`config.mk`:
```
export PLATFORM = sky130hd
export DESIGN_NAME = mdu_iter
export DESIGN_NICKNAME = d
export VERILOG_FILES = /design/src/rtl/mdu_iter.sv
export SDC_FILE = /design/constraint.sdc
export NUM_CORES = 2
export LEC_CHECK = 0
export CORE_ASPECT_RATIO = 1.1
export CORE_MARGIN = 3
export CORE_UTILIZATION = 55
export DETAILED_ROUTE_END_ITERATION = 16
export PLACE_DENSITY = 0.76
export SLEW_MARGIN = 30
export SYNTH_ARGS = -nofsm -noshare
export SYNTH_HDL_FRONTEND = slang
export SYNTH_SLANG_ARGS = --single-unit
```
`constraint.sdc`:
```
create_clock -name clk -period 10.4 [get_ports clk]
set_input_delay 1.56 -clock clk [delete_from_list [all_inputs] [get_ports clk]]
set_output_delay 1.56 -clock clk [all_outputs]
set_load 0.05 [all_outputs]
```
`src/rtl/mdu_iter.sv`:
```
// mdu_iter: multi-cycle multiply/divide unit feeding the HI/LO register pair.
//
// Ports:
//   clk, rst          clock; synchronous active-high reset
//   start, op         request and operation (000 MULT, 001 MULTU, 010 DIV,
//                     011 DIVU, 1xx MADD/MADDU/MSUB/MSUBU)
//   src_a, src_b      rs / rt operands
//   hi_in, lo_in      current HI/LO, used only by accumulate ops
//   flush             abort the in-flight operation
//   busy              operation in progress (excluding the finish cycle)
//   finish            one-cycle pulse, hi_out/lo_out valid (HI/LO write enable)
//   hi_out, lo_out    result, held between operations
//
// Parameter MUL_LAT (1..4): multiply latency from start to finish.
// Macro MDU_MADD_EN: enables the accumulate ops (op 1xx); when undefined
// those opcodes are rejected and no accumulate datapath is built.

module mdu_iter #(
  parameter int MUL_LAT = 2
) (
  input  logic        clk,
  input  logic        rst,
  input  logic        start,
  input  logic [2:0]  op,
  input  logic [31:0] src_a,
  input  logic [31:0] src_b,
  input  logic [31:0] hi_in,
  input  logic [31:0] lo_in,
  input  logic        flush,
  output logic        busy,
  output logic        finish,
  output logic [31:0] hi_out,
  output logic [31:0] lo_out
);

`ifdef MDU_MADD_EN
  typedef enum logic [2:0] {IDLE, MUL, DIV, ACC, DONE} state_t;
`else
  typedef enum logic [2:0] {IDLE, MUL, DIV, DONE} state_t;
`endif

  // The hi_out/lo_out register is the final product stage, so only
  // MUL_LAT-1 internal stages are needed (at least one is declared).
  localparam int unsigned PSTG = (MUL_LAT > 1) ? MUL_LAT - 1 : 1;
  localparam int unsigned PIDX = PSTG - 1;
  localparam logic [5:0]  MUL_LAST = (MUL_LAT > 1) ? 6'(MUL_LAT - 2) : '0;

  state_t      state;
  logic [5:0]  cnt;
  logic [63:0] pipe [PSTG];

  // divide datapath
  logic [31:0] rem;
  logic [31:0] quo;
  logic [31:0] dvs;
  logic [31:0] a_r;
  logic        neg_q;
  logic        neg_r;
  logic        div_zero;

  logic        legal;
  logic        is_div;
  logic        sgn;
  logic [63:0] ma;
  logic [63:0] mb;
  logic [63:0] prod_now;
  logic [31:0] abs_a;
  logic [31:0] abs_b;

  logic [32:0] shifted;
  logic [32:0] diff;
  logic [31:0] rem_nxt;
  logic [31:0] quo_nxt;
  logic [31:0] q_fin;
  logic [31:0] r_fin;

`ifdef MDU_MADD_EN
  logic [63:0] prod_r;
  logic [31:0] hi_in_r;
  logic [31:0] lo_in_r;
  logic        acc_en;
  logic        acc_sub;
  assign legal = 1'b1;
`else
  logic unused_acc;
  assign unused_acc = ^{hi_in, lo_in};
  assign legal      = ~op[2];
`endif

  assign is_div = ~op[2] & op[1];
  assign sgn    = ~op[0];

  // Operands extended to 64 bits so the product is exact modulo 2^64.
  assign ma       = {{32{sgn & src_a[31]}}, src_a};
  assign mb       = {{32{sgn & src_b[31]}}, src_b};
  assign prod_now = ma * mb;

  assign abs_a = (sgn & src_a[31]) ? -src_a : src_a;
  assign abs_b = (sgn & src_b[31]) ? -src_b : src_b;

  // One restoring step: 33-bit trial subtraction of the shifted remainder.
  always_comb begin
    shifted = {rem, quo[31]};
    diff    = shifted - {1'b0, dvs};
    if (diff[32]) begin
      rem_nxt = shifted[31:0];
      quo_nxt = {quo[30:0], 1'b0};
    end else begin
      rem_nxt = diff[31:0];
      quo_nxt = {quo[30:0], 1'b1};
    end
    q_fin = neg_q ? -quo_nxt : quo_nxt;
    r_fin = neg_r ? -rem_nxt : rem_nxt;
  end

  always_ff @(posedge clk) begin
    if (rst) begin
      state    <= IDLE;
      busy     <= 1'b0;
      finish   <= 1'b0;
      hi_out   <= '0;
      lo_out   <= '0;
      cnt      <= '0;
      rem      <= '0;
      quo      <= '0;
      dvs      <= '0;
      a_r      <= '0;
      neg_q    <= 1'b0;
      neg_r    <= 1'b0;
      div_zero <= 1'b0;
      for (int unsigned i = 0; i < PSTG; i++) pipe[i] <= '0;
`ifdef MDU_MADD_EN
      prod_r   <= '0;
      hi_in_r  <= '0;
      lo_in_r  <= '0;
      acc_en   <= 1'b0;
      acc_sub  <= 1'b0;
`endif
    end else if (flush) begin
      state  <= IDLE;
      busy   <= 1'b0;
      finish <= 1'b0;
    end else begin
      finish <= 1'b0;
      for (int unsigned i = 1; i < PSTG; i++) pipe[i] <= pipe[i-1];
      case (state)
        IDLE: begin
          if (start && legal) begin
            cnt      <= '0;
            pipe[0]  <= prod_now;
            a_r      <= src_a;
            div_zero <= (src_b == '0);
            neg_q    <= sgn & (src_a[31] ^ src_b[31]);
            neg_r    <= sgn & src_a[31];
`ifdef MDU_MADD_EN
            hi_in_r  <= hi_in;
            lo_in_r  <= lo_in;
            acc_en   <= op[2];
            acc_sub  <= op[1];
`endif
            if (is_div) begin
              state <= DIV;
              busy  <= 1'b1;
              rem   <= '0;
              quo   <= abs_a;
              dvs   <= abs_b;
            end else if (MUL_LAT == 1) begin
`ifdef MDU_MADD_EN
              if (op[2]) begin
                state  <= ACC;
                busy   <= 1'b1;
                prod_r <= prod_now;
              end else begin
                state  <= DONE;
                finish <= 1'b1;
                {hi_out, lo_out} <= prod_now;
              end
`else
              state  <= DONE;
              finish <= 1'b1;
              {hi_out, lo_out} <= prod_now;
`endif
            end else begin
              state <= MUL;
              busy  <= 1'b1;
            end
          end
        end

        MUL: begin
          cnt <= cnt + 6'd1;
          if (cnt == MUL_LAST) begin
`ifdef MDU_MADD_EN
            if (acc_en) begin
              state  <= ACC;
              prod_r <= pipe[PIDX];
            end else begin
              state  <= DONE;
              busy   <= 1'b0;
              finish <= 1'b1;
              {hi_out, lo_out} <= pipe[PIDX];
            end
`else
            state  <= DONE;
            busy   <= 1'b0;
            finish <= 1'b1;
            {hi_out, lo_out} <= pipe[PIDX];
`endif
          end
        end

`ifdef MDU_MADD_EN
        ACC: begin
          state  <= DONE;
          busy   <= 1'b0;
          finish <= 1'b1;
          {hi_out, lo_out} <= acc_sub ? ({hi_in_r, lo_in_r} - prod_r)
                                      : ({hi_in_r, lo_in_r} + prod_r);
        end
`endif

        DIV: begin
          cnt <= cnt + 6'd1;
          rem <= rem_nxt;
          quo <= quo_nxt;
          if (cnt == 6'd31) begin
            state  <= DONE;
            busy   <= 1'b0;
            finish <= 1'b1;
            // Divide by zero keeps full latency but overrides the result.
            if (div_zero) begin
              hi_out <= a_r;
              lo_out <= '1;
            end else begin
              hi_out <= r_fin;
              lo_out <= q_fin;
            end
          end
        end

        DONE:    state <= IDLE;
        default: state <= IDLE;
      endcase
    end
  end

endmodule

```
# Word-level counts from Yosys, hierarchy flattened
# Memories as Yosys holds them, arrays and structs flattened.
# Index checks and enable logic that the tools add are counted.
word_totals:
  ff_bits: 206
  mem_bits_rw: 64
  in_bits: 135
  output_inout_bits: 66
  elab_cells: 97
  n_memories: 1
op_classes:
  n_addsub: 6
  multipliers: 1
  n_eq_ne: 7
  mux: 43
  n_bitwise: 8
  reduce_logical: 18
mem_list:
  columns: ["name", "depth", "word_bits", "rd", "rd_ports_with_merged_regs", "write_ports", "line", "text"]
  rows:
  - ["pipe", 1, 64, 1, 0, 1, "50", "logic [63:0] pipe [PSTG];"]
ops:
  columns: ["cell", "count"]
  rows:
  - ["2-to-1 mux 32 bit", 15]
  - ["one-hot mux 32 bit (2 select lines)", 4]
  - ["negator 32 bit", 4]
  - ["multiplier 33 x 33 -> 64 bit", 1]
  - ["2-to-1 mux 64 bit", 1]
  - ["OR reduction 64 bit", 1]
  - ["subtractor 33 x 32 -> 33 bit", 1]
  - ["zero test 32 bit", 1]
  - ["AND reduction 4 bit", 4]
  - ["2-to-1 mux 1 bit", 14]
  - ["one-hot mux 6 bit (2 select lines)", 1]
  - ["2-to-1 mux 3 bit", 3]
  - ["one-hot mux 3 bit (3 select lines)", 1]
  - ["AND reduction 3 bit", 3]
  - ["!= test 2 bit (second input constant)", 4]
  - ["adder 6 x 1 -> 6 bit (second input constant)", 1]
  - ["== test 6 x 5 -> 1 bit (second input constant)", 1]
  - ["zero test 6 bit", 1]
  - ["2-to-1 mux 6 bit", 1]
  - ["nonzero test 2 bit", 3]
  - ["AND 1 bit", 4]
  - ["OR reduction 2 bit", 2]
  - ["== test 3 x 1 -> 1 bit (second input constant)", 1]
  - ["== test 3 x 2 -> 1 bit (second input constant)", 1]
  - ["other kinds (8)", 10]

# Depth between registers and ports, before layout
logic_depth:
  depth_word: 9
  depth_mapped: 34
  depth_no_buf: 30

# Worst setup path before layout
# OpenSTA, ideal clock, no wires.
synth_timing:
  kind: "input -> register"
  from: "input port src_a[31]"
  to: "memory pipe[0][62] (data pin)"
  setup_ps: 266
  arrival_time_ps: 9866
  required_ps: 10134
  slack_ps: 268
  cell_stages: 28
  n_path_buf: 3
  path_cell_list: "clkbuf_1 -> nor2b_1 -> clkbuf_1 -> buf_1 -> nand2_1 -> inv_1 -> fa_1 -> fa_1 -> fa_1 -> inv_1 -> fa_1 -> inv_1 -> fa_1 -> fa_1 -> inv_1 -> fa_1 -> fa_1 -> inv_1 -> ha_1 -> a21oi_1 -> nor2b_1 -> or4b_2 -> o21ai_0 -> o21bai_2 -> o211ai_1 -> a2111oi_0 -> xor2_1 -> nor2_1"
synth_via:
  elab_chain_len: 3
synth_rtl:
  columns: ["element", "line", "text"]
  rows:
  - ["from (decl)", "25", "input logic [31:0] src_a,"]
  - ["AND 1 bit", "94", "assign ma = {{32{sgn & src_a[31]}}, src_a};"]
  - ["multiplier 33 x 33 -> 64 bit (*)", "96", "assign prod_now = ma * mb;"]
  - ["2-to-1 mux 64 bit (no line) (*)", null, null]
  - ["to (decl)", "50", null]
# Every way passes the cells marked *; elsewhere a longest branch is shown, timed or not.

# Worst setup path after layout
layout_timing:
  from: "input port src_b[1]"
  to: "memory pipe[0][59] (data pin)"
layout_via:
  elab_chain_len: 2
layout_rtl:
  columns: ["element", "line", "text"]
  rows:
  - ["from (decl)", "26", "input logic [31:0] src_b,"]
  - ["multiplier 33 x 33 -> 64 bit", "96", null]
  - ["2-to-1 mux 64 bit (no line)", null, null]
# Every way passes these cells.

==> impl_metrics.env <==
export IMPL_root_buffer="clkbuf_16"
export IMPL_hpwl_um=129000
export IMPL_row_count=119
export IMPL_crit_path_frequent_cell="fa_1"
export IMPL_critPathMaxFanout=9
export IMPL_postSynth_asyncResetShare_pct=0
export IMPL_ff_latch_area_sq_mm=0.00603
export IMPL_cts_tree="done"
export IMPL_yosys_top_cells_area="fa_1 42%, inv_1 8.1%, dfxtp_1 7.6%"
export IMPL_coreArea_sq_mm=0.0965
export IMPL_clk_latency_ns=0.56
export IMPL_max_freq_mhz=101
export IMPL_ys_ff_latch=269
export IMPL_slew_limit_headroom_pct=36.3
export IMPL_postSynthCellCount=6195
export IMPL_vias=43726
export IMPL_synth_edff_count=64
export IMPL_ios=201
export IMPL_dieWidth_um=305
export IMPL_design_area_sq_mm=0.0582
export IMPL_multiInputGateArea_sq_mm=0.0421
export IMPL_antenna_found_initial=22
export IMPL_yosys_area_share_simple_pct=17.1
export IMPL_synth_adder_area_share_pct=47.7
export IMPL_synth_ff_type="dfxtp_1"
export IMPL_syn_cell_area_sq_mm=0.0540
export IMPL_yosysMostFrequentCell="inv_1"
export IMPL_grt_max_degree=83
export IMPL_synth_yosys_seq_area_share_pct=11.2
export IMPL_slew_violations=0
export IMPL_postCtsSetupBuffers=0
export IMPL_tns_ns=0
export IMPL_num_nets_final=7680
export IMPL_tightest_slew_ns=0.955
export IMPL_synth_top_family_by_area="adder cells"
export IMPL_cts_buffers=27
export IMPL_critical_path_slowest_cell="fa_1"
export IMPL_syn_nets=7711
export IMPL_grt_pass1_wl_um=260000
export IMPL_avgViaCountPerCell=5.86
export IMPL_gr_total_overflow=0
export IMPL_crit_type="primary input to flip-flop"
export IMPL_antenna_left=0
export IMPL_path_clk_slew_ns=0.07
export IMPL_place_inst=7405
export IMPL_rsz0062_at_grt="false"
export IMPL_drt_initial_drc_count=4126
export IMPL_arrival_ns=10.19
export IMPL_htree_levels=1
export IMPL_drt_wl_total_um=165000
export IMPL_yosys_top_cells_count="1168 x inv_1, 1126 x fa_1, 1026 x nand2_1"
export IMPL_port_buffers=136
export IMPL_yosys_area_top_type="fa_1"
export IMPL_post_dp_cell_area_sq_mm=0.0573
export IMPL_fin_cells=7466
export IMPL_grtUsageTotal_pct=32.6
export IMPL_grt_pass1_vias=46271
export IMPL_synth_xor_area_share_pct=3.17
export IMPL_hold_buffers=0
export IMPL_wl_per_cell_um=22.1
export IMPL_cap_violations=0
export IMPL_rr_worst_depth=25
export IMPL_yosys_cell_types_count=97
export IMPL_synth_warnings=0
export IMPL_finalSetupViolCount=0
export IMPL_die_area_sq_mm=0.102
export IMPL_finalHoldViolCount=0
export IMPL_cts_sinks=269
export IMPL_start_util_pct=55.9
export IMPL_cp_end_kind="flip-flop"
export IMPL_worst_ep_required_time_ns=10.68
export IMPL_status="completed"
export IMPL_drive_above_1_share_pct=5.21
export IMPL_cts_resized=0
export IMPL_firstDrtPassIters=8
export IMPL_drc_errors=0
export IMPL_die_h_um=334
export IMPL_synth_top_area_share_pct=41.8
export IMPL_avgSynthCellArea_sq_um=8.71
export IMPL_muxShareOfSynthArea_pct=0.691
export IMPL_syn_to_final_growth_pct=7.94
export IMPL_cp_slowest_stage_delay_ns=0.68
export IMPL_worstHoldPathType="flip-flop to flip-flop"
export IMPL_place_congestion=0.955
export IMPL_period_minus_slack_ns=9.91
export IMPL_synth_compound_area_share_pct=9.17
export IMPL_hold_depth=2
export IMPL_start_kind="primary input"
export IMPL_fillers=8218
export IMPL_skew_ns=0.0124
export IMPL_clockBufferDepth=3
export IMPL_setup_slack_ns=0.486
export IMPL_post_place_ws_ns=0.0153
export IMPL_finalCritPeriodShare_pct=95.3
==> critical path, delay by kind of cell <==
kind,cells,cell delay [ns]
compound gates,8,1.63
fa+ha+maj,9,4.68
xor+xnor,1,0.16
buf+inv,7,1.38
simple gates,4,0.75
==> final cells by class <==
cell class,instances,area share (%)
Multi-Input combinational cell,4360,72.2
Sequential cell,269,10.3
Inverter,1170,7.54
Timing Repair Buffer,336,5.52
Tap cell,1270,2.73
Clock buffer,33,1.27
Clock inverter,16,0.292
Antenna cell,12,0.0516
==> through the flow <==
stage	util [%]	hold WS, ns
final	60.4	0.448
after global routing	60.3	0.468
after CTS	60.3	0.445
after detailed placement	59.4	0.435
after global placement	59.4	0.431
after floorplan	-	0.431
==> sequential cells by signal, summed over array words and instances (netlist names) <==
signal,cells
lo_out,32
quo,32
hi_out,32
dvs,32
busy,1
neg_r,1
finish,1
a_r,32
rem,32
pipe,64
state,2
cnt,6
neg_q,1
div_zero,1
==> metal layers <==
metal | share of wire (%) | global-route usage (%) | vias up
met4 | 6.1 | 16.0 | 14
li1 | - | - | 18899
met3 | 11 | 7.26 | 528
met1 | 37 | 42.2 | 21940
met5 | 0.056 | 0 | -
met2 | 45 | 52.2 | 2345
==> final timing paths <==
kind,end,slack (ns),start
max,pipe[0][59],0.49,src_b[1]
min,lo_out[27],0.45,lo_out[27]
max reg2reg,hi_out[22],4.01,quo[31]
min reg2reg,lo_out[27],0.45,lo_out[27]
==> cells in the final DEF, fill, tap and decap left out, types with 13 or more instances in the layout <==
cell | Yosys | final
a21o_1 | 61 | 60
nor2_1 | 277 | 275
clkdlybuf4s50_1 | 0 | 116
and2_1 | 373 | 373
dfxtp_1 | 205 | 204
a22oi_1 | 17 | 17
nand2b_1 | 29 | 27
and3_1 | 19 | 19
buf_4 | 2 | 165
o21bai_1 | 13 | 13
a21oi_1 | 240 | 239
o21a_1 | 20 | 20
nor2b_1 | 24 | 23
fa_1 | 1126 | 1126
nor3_1 | 52 | 51
clkbuf_16 | 0 | 28
o211ai_1 | 42 | 42
mux2i_1 | 26 | 26
or3_1 | 44 | 43
xnor2_1 | 117 | 117
a31oi_1 | 24 | 24
ha_1 | 255 | 254
a311oi_1 | 15 | 15
or4_1 | 13 | 13
o221ai_1 | 26 | 26
buf_12 | 0 | 34
inv_1 | 1168 | 1168
o21ai_0 | 126 | 126
xor2_1 | 78 | 78
nand3_1 | 44 | 44
o31ai_1 | 24 | 24
nand4_1 | 21 | 21
edfxtp_1 | 64 | 64
nand2_1 | 1026 | 1026
a211oi_1 | 46 | 46
nor4_1 | 24 | 24
buf_2 | 13 | 17
==> cell families after synthesis <==
kind of cell,count (synthesis)
and+or+nand+nor,1997
buffers and inverters,1566
adders and majority gates,1381
AOI/OAI and AO/OA,751
DFF,269
xor gates and xnor gates,195
muxes,36
Power is not shown: default switching activity piles up to over one toggle a cycle in this logic, so the estimate is an artifact.
